$ cat config.mk
export PLATFORM = sky130hd
export DESIGN_NAME = rggen_bit_field_counter_flat
export DESIGN_NICKNAME = d
export VERILOG_FILES = /design/src/rtl/rggen_bit_field_counter_if.sv /design/src/rtl/rggen_bit_field_counter.sv /design/src/flat_wrapper.sv
export SDC_FILE = /design/constraint.sdc
export NUM_CORES = 1
export LEC_CHECK = 0
export ABC_CLOCK_PERIOD_IN_PS = 2350
export CAP_MARGIN = 15
export CORE_UTILIZATION = 37
export CTS_CLUSTER_DIAMETER = 60
export DETAILED_ROUTE_END_ITERATION = 12
export GPL_ROUTABILITY_DRIVEN = 0
export HOLD_SLACK_MARGIN = 0.06
export PLACE_DENSITY = 0.83
export SLEW_MARGIN = 20
export SYNTH_ARGS = -nofsm -noshare
export SYNTH_HDL_FRONTEND = slang
export SYNTH_SLANG_ARGS = --single-unit
export TNS_END_PERCENT = 30
$ cat constraint.sdc
create_clock -name i_clk -period 2.35 [get_ports i_clk]
set_input_delay 0.47 -clock i_clk [delete_from_list [all_inputs] [get_ports i_clk]]
set_output_delay 0.47 -clock i_clk [all_outputs]
set_load 0.01 [all_outputs]
$ cat src/rtl/rggen_bit_field_counter_if.sv
// rggen_bit_field_if: one bit-field slice of a generated register.
//
// Signals (WIDTH bits unless noted):
//   valid      1  register access strobe from the register block
//   read_mask     bits of this slice selected for reading
//   write_mask    bits of this slice selected for writing
//   write_data    software write data
//   read_data     data returned to software
//   value         current field value exported to the register block
//
// Modports:
//   master / slave  register-block side / bit-field side
//   bit_field       alias of slave, used by bit-field implementations
interface rggen_bit_field_if #(
    parameter int WIDTH = 8
);
    logic             valid;
    logic [WIDTH-1:0] read_mask;
    logic [WIDTH-1:0] write_mask;
    logic [WIDTH-1:0] write_data;
    logic [WIDTH-1:0] read_data;
    logic [WIDTH-1:0] value;

    modport master (
        output valid, read_mask, write_mask, write_data,
        input  read_data, value
    );

    modport slave (
        input  valid, read_mask, write_mask, write_data,
        output read_data, value
    );

    modport bit_field (
        input  valid, read_mask, write_mask, write_data,
        output read_data, value
    );
endinterface

$ cat src/rtl/rggen_bit_field_counter.sv
// rggen_bit_field_counter: software-accessible up/down counter bit field.
//
// The counter is written and cleared by software through the bit-field slice
// and counts hardware events. Counting either wraps modulo 2^WIDTH or
// saturates; overflow/underflow are reported as registered one-cycle pulses.
//
// Ports:
//   i_clk         clock
//   i_rst         asynchronous active-high reset
//   bit_field_if  register slice (valid, masks, write_data, read_data, value)
//   i_clear       hardware clear request
//   i_up          count-up event (one increment per cycle)
//   i_down        count-down event (one decrement per cycle)
//   o_value       current counter value
//   o_overflow    pulse: an increment wrapped or was blocked by saturation
//   o_underflow   pulse: a decrement wrapped or was blocked by saturation
module rggen_bit_field_counter #(
    parameter int               WIDTH         = 8,
    parameter logic [WIDTH-1:0] INITIAL_VALUE = '0,
    parameter bit               WRITE_FIRST   = 1'b1,
    parameter bit               SATURATE      = 1'b0,
    parameter bit               READ_CLEAR    = 1'b0
) (
    input  logic                         i_clk,
    input  logic                         i_rst,
    rggen_bit_field_if.bit_field         bit_field_if,
    input  logic                         i_clear,
    input  logic                         i_up,
    input  logic                         i_down,
    output logic [WIDTH-1:0]             o_value,
    output logic                         o_overflow,
    output logic                         o_underflow
);
    logic [WIDTH-1:0] value_q;
    logic [WIDTH-1:0] value_d;
    logic             overflow_q;
    logic             overflow_d;
    logic             underflow_q;
    logic             underflow_d;

    logic             write_access;
    logic             read_access;
    logic             clear_req;
    logic             sel_write;
    logic             sel_clear;
    logic [WIDTH:0]   inc_sum;
    logic [WIDTH:0]   dec_diff;

    // A read that carries any write bit is a write, so it never read-clears.
    assign write_access = bit_field_if.valid & (|bit_field_if.write_mask);
    assign read_access  = bit_field_if.valid & (|bit_field_if.read_mask)
                        & ~(|bit_field_if.write_mask);
    assign clear_req    = i_clear | (READ_CLEAR & read_access);

    assign sel_write = write_access & (WRITE_FIRST | ~clear_req);
    assign sel_clear = clear_req & ~sel_write;

    // The extra MSB carries out on increment from all-ones and borrows on
    // decrement from zero.
    assign inc_sum  = {1'b0, value_q} + (WIDTH+1)'(1);
    assign dec_diff = {1'b0, value_q} - (WIDTH+1)'(1);

    always_comb begin
        value_d     = value_q;
        overflow_d  = 1'b0;
        underflow_d = 1'b0;
        if (sel_write) begin
            value_d = (bit_field_if.write_data & bit_field_if.write_mask)
                    | (value_q & ~bit_field_if.write_mask);
        end else if (sel_clear) begin
            value_d = INITIAL_VALUE;
        end else if (i_up & ~i_down) begin
            if (inc_sum[WIDTH]) begin
                overflow_d = 1'b1;
                value_d    = SATURATE ? value_q : inc_sum[WIDTH-1:0];
            end else begin
                value_d    = inc_sum[WIDTH-1:0];
            end
        end else if (i_down & ~i_up) begin
            if (dec_diff[WIDTH]) begin
                underflow_d = 1'b1;
                value_d     = SATURATE ? value_q : dec_diff[WIDTH-1:0];
            end else begin
                value_d     = dec_diff[WIDTH-1:0];
            end
        end
    end

    always_ff @(posedge i_clk or posedge i_rst) begin
        if (i_rst) begin
            value_q     <= INITIAL_VALUE;
            overflow_q  <= 1'b0;
            underflow_q <= 1'b0;
        end else begin
            value_q     <= value_d;
            overflow_q  <= overflow_d;
            underflow_q <= underflow_d;
        end
    end

    // Read data is the pre-update register, so a read-clear returns the old
    // value in the access cycle.
    assign bit_field_if.read_data = value_q;
    assign bit_field_if.value     = value_q;
    assign o_value                = value_q;
    assign o_overflow             = overflow_q;
    assign o_underflow            = underflow_q;
endmodule

$ cat src/flat_wrapper.sv
// flat-port wrapper written by rule: the top's interface ports become plain ports
module rggen_bit_field_counter_flat 
#(
    parameter int               WIDTH         = 8,
    parameter logic [WIDTH-1:0] INITIAL_VALUE = '0,
    parameter bit               WRITE_FIRST   = 1'b1,
    parameter bit               SATURATE      = 1'b0,
    parameter bit               READ_CLEAR    = 1'b0
)
  (i_clk, i_rst, i_clear, i_up, i_down, o_value, o_overflow, o_underflow, bit_field_if_valid, bit_field_if_read_mask, bit_field_if_write_mask, bit_field_if_write_data, bit_field_if_read_data, bit_field_if_value);
  rggen_bit_field_if #(.WIDTH(WIDTH)) bit_field_if_i ();
  input  logic i_clk;
  input  logic i_rst;
  input  logic i_clear;
  input  logic i_up;
  input  logic i_down;
  output logic [WIDTH-1:0] o_value;
  output logic o_overflow;
  output logic o_underflow;
  input wire logic [$bits(bit_field_if_i.valid)-1:0] bit_field_if_valid;
  input wire logic [$bits(bit_field_if_i.read_mask)-1:0] bit_field_if_read_mask;
  input wire logic [$bits(bit_field_if_i.write_mask)-1:0] bit_field_if_write_mask;
  input wire logic [$bits(bit_field_if_i.write_data)-1:0] bit_field_if_write_data;
  output wire logic [$bits(bit_field_if_i.read_data)-1:0] bit_field_if_read_data;
  output wire logic [$bits(bit_field_if_i.value)-1:0] bit_field_if_value;
  assign bit_field_if_i.valid = bit_field_if_valid;
  assign bit_field_if_i.read_mask = bit_field_if_read_mask;
  assign bit_field_if_i.write_mask = bit_field_if_write_mask;
  assign bit_field_if_i.write_data = bit_field_if_write_data;
  assign bit_field_if_read_data = bit_field_if_i.read_data;
  assign bit_field_if_value = bit_field_if_i.value;
  rggen_bit_field_counter #(.WIDTH(WIDTH), .INITIAL_VALUE(INITIAL_VALUE), .WRITE_FIRST(WRITE_FIRST), .SATURATE(SATURATE), .READ_CLEAR(READ_CLEAR)) u_core (.i_clk(i_clk), .i_rst(i_rst), .bit_field_if(bit_field_if_i), .i_clear(i_clear), .i_up(i_up), .i_down(i_down), .o_value(o_value), .o_overflow(o_overflow), .o_underflow(o_underflow));
endmodule
==> results <==
-- layer usage --
metal / vias to the layer above / routed length, µm
met5: - / 0
met4: 0 / 17
met3: 4 / 185
met2: 56 / 1402
met1: 484 / 1033
li1: 482 / -
-- cells in the mapped netlist (2+ instances only) --
cell type,number,share of area (%)
nor2_1,6,2.4
clkbuf_1,3,1.2
buf_4,16,13
nand4_1,2,1.3
a21oi_1,6,3.2
nor3_1,2,1.1
nor4_1,3,2.0
nor2b_1,2,1.3
nand3_1,4,2.1
xnor2_1,5,4.6
nand2b_1,3,2.0
or4_1,2,1.6
nand2_1,8,3.2
o21ai_0,5,2.6
mux2i_1,3,3.2
o31ai_1,2,1.6
dfrtp_1,10,26
o21a_1,2,1.6
inv_1,7,2.8
ha_1,4,5.3
or4_4,2,2.4
-- cells in the final DEF (no fill, tap or decap), types with 2 or more instances in the layout --
cell type	count
clkdlybuf4s50_1	46
buf_4	16
dfrtp_1	10
nand2_1	8
inv_1	6
nor2_1	6
a21oi_1	6
o21ai_0	5
xnor2_1	5
nand3_1	4
mux2i_1	3
nand2b_1	3
nor4_1	3
ha_1	3
clkbuf_4	3
or4_1	2
nor2b_1	2
o31ai_1	2
or4_4	2
nand4_1	2
o21a_1	2
nor3_1	2
-- power by group --
| group | total [mW] | internal [mW] | switching, mW |
|---|---|---|---|
| registers | 0.228 | 0.189 | 0.0394 |
| logic | 0.327 | 0.195 | 0.133 |
| clock network | 0.157 | 0.0941 | 0.0633 |
-- final timing paths --
kind | start | end | slack [ps]
worst max-delay path | i_up | register | 90
worst min-delay path | i_rst | async pin | 480
worst max register to register | register | register | 300
worst min register to register | register | u_core.o_overflow$_DFF_PP0_ | 630
max in group asynchronous | i_rst | u_core.o_underflow$_DFF_PP0_ | 1570
min in group i_clk | register | u_core.o_overflow$_DFF_PP0_ | 630
-- repair_timing --
action                                 4_1_cts  5_1_grt
pin swaps                                    1        1
setup endpoints to repair                    1        1
setup buffers                                0        0
gates resized for setup                      2        2
endpoints found under the hold margin        0        0
-- per-stage QoR --
stage	hold slack (ps)	setup WS, ps	TNS [ps]
floorplan	310.2	179.9	0
global route	503.4	15.69	0
finish	479.7	85.56	0
detailed placement	610.5	-315.3	-1320
CTS	490.7	1.654	0
global placement	589.5	-220.4	-747.9
-- kinds of logic (layout without fill, tap and decap cells) --
family	after synthesis	count (layout)	share of synthesized area, %
flip-flops	10	10	26.39
multiplexers	4	4	4.354
AO/OA/AOI/OAI	23	23	16.62
buffers and inverters	28	74	18.34
adder cells (fa/ha/maj)	4	4	5.277
XOR/XNOR	6	6	5.541
AND/OR/NAND/NOR	39	39	23.48
-- final cells by class --
| type | count | area, µm² |
|---|---|---|
| timing repair buffer | 63 | 593.1 |
| multi-input combinational | 76 | 536.8 |
| tap | 28 | 35.03 |
| inverter | 7 | 26.28 |
| sequential | 10 | 250.2 |
| clock buffer | 4 | 36.28 |
| fill | 187 | 840.8 |
-- worst reg2reg max path: stages (launching register included) --
cell     delay [ps]
dfrtp_1         490
inv_1           100
ha_1            180
or4b_2          650
nor4_1          200
nor2_1           80
xor2_1          140
o21ai_0         140
==> metrics.md <==
| Metric | Value |
|---|---|
| Status | finished, final reports clean |
| Initial Utilization | 40.91% |
| DP Area | 0.001426 mm² |
| DRC viols | 0 |
| Critical path arrival | 2400 ps |
| Fin. Hold Viols | 0 |
| Largest net degree at the start of global routing | 12 |
| Ant diodes | 0 |
| Worst setup EP type | register |
| Clock period minus worst slack | 2264 ps |
| Max Cap Viol | 0 |
| Final wirelength | 2639 µm |
| Fmax | 0.4416 GHz |
| Total GRT Usage | 20.90% |
| Static Leak | 0.6079 nW |
| Required @ worst endpoint | 2490 ps |
| First-pass GRT wire length | 4236 µm |
| Worst Path Class, Setup | input port to register |
| Core area | 0.002318 mm² |
| Final ANT Viol Nets | 0 |
| CP Max Fanout | 4 |
| Met2 Use GR | 37.55% |
| IO Count | 56 |
| Hold buffer count at cts | 0 |
| Seq/Total Area, Yosys | 26.39% |
| H-tree depth | 1 |
| Clk_skew | 12.24 ps |
| Async set-or-reset flop fraction in the synthesized netlist | 100.0% |
| Vias per Instance | 5.457 |
| Die H | 52.63 µm |
| Setup Viol. Count Final | 0 |
| Initial drt markers | 9 |
| Drt pass-1 iters | 4 |
| Layout cells sized above 1 | 17.50% |
| Mapped Area | 948.4 µm² |
| Initial antenna violation count | 0 |
| Reg2Reg Depth | 7 |
| Clock sink count | 10 |
| Pins over their slew limit | 0 |
| Worst Setup Start Kind | input port |
| EDFF count, synth | 0 |
| Mapped Nets | 148 |
| Floorplan row count | 17 |
| DIE AREA | 0.002770 mm² |
| Crit path largest cell delay | 500 ps |
| Hold WC Path Type | input port to async pin |
| Total CTS buffers | 3 |
| Fin crit share | 96.36% |
| Yosys cell types | 38 |
| WL per Instance | 14.04 µm |
| CP max stage cell | or4_4 |
| Synthesis Warnings | 0 |
| Worst slew margin | 73.09% |
| Design area | 0.001478 mm² |
| Worst Tran Pin Value | 403.1 ps |
| Port bufs | 47 |
| Root Driver | clkbuf_4 |
| CP Buf/Inv Count | 1 |
| Area delta synth->final | 55.80% |
| Crit-path most repeated cell | or4_4 |
| Die Wd | 52.63 µm |
| Critical path, cell by cell | clkdlybuf4s50_1, ha_4, or4_4, or4_4, o41ai_2, xnor2_1, o22ai_2 |
| Yosys reg bits | 10 |
| Synthesized instance count | 114 |
| Pwr/cell area | 482.5 mW/mm² |
| Layout Nets | 195 |
| Vias in the first global route | 961 |
| Post-layout util | 63.73% |
| Grt total ovfl | 0 |
| Met1 usage | 24.13% |
| Maximum vdd ir drop | 0.4021 mV |
| Placed cells | 184 |
| CTS tree | done |
| Post-DP HPWL | 2054 µm |
| Synth Area per Inst | 8.319 µm² |
| Clock Pin Slew Worst Setup and Hold Paths | 80 ps |
| Total Power | 713.0 µW |
| GR met3 Demand/Resource | 6.377% |
| Primary FF master, synth | dfrtp_1 |
| DR vias | 1026 |
| Global route hottest layer | met2 |
| Stages on worst setup path | 7 |
| Post-Layout Cell Count | 188 |
| Unrepaired setup endpoints after global routing | false |
| Delay-heaviest family, CP | simple AND/OR/NAND/NOR gates |
| Clock Latency Late Sink | 270 ps |
| Clk buf depth | 2 |
(Power assumes the default switching activity.)
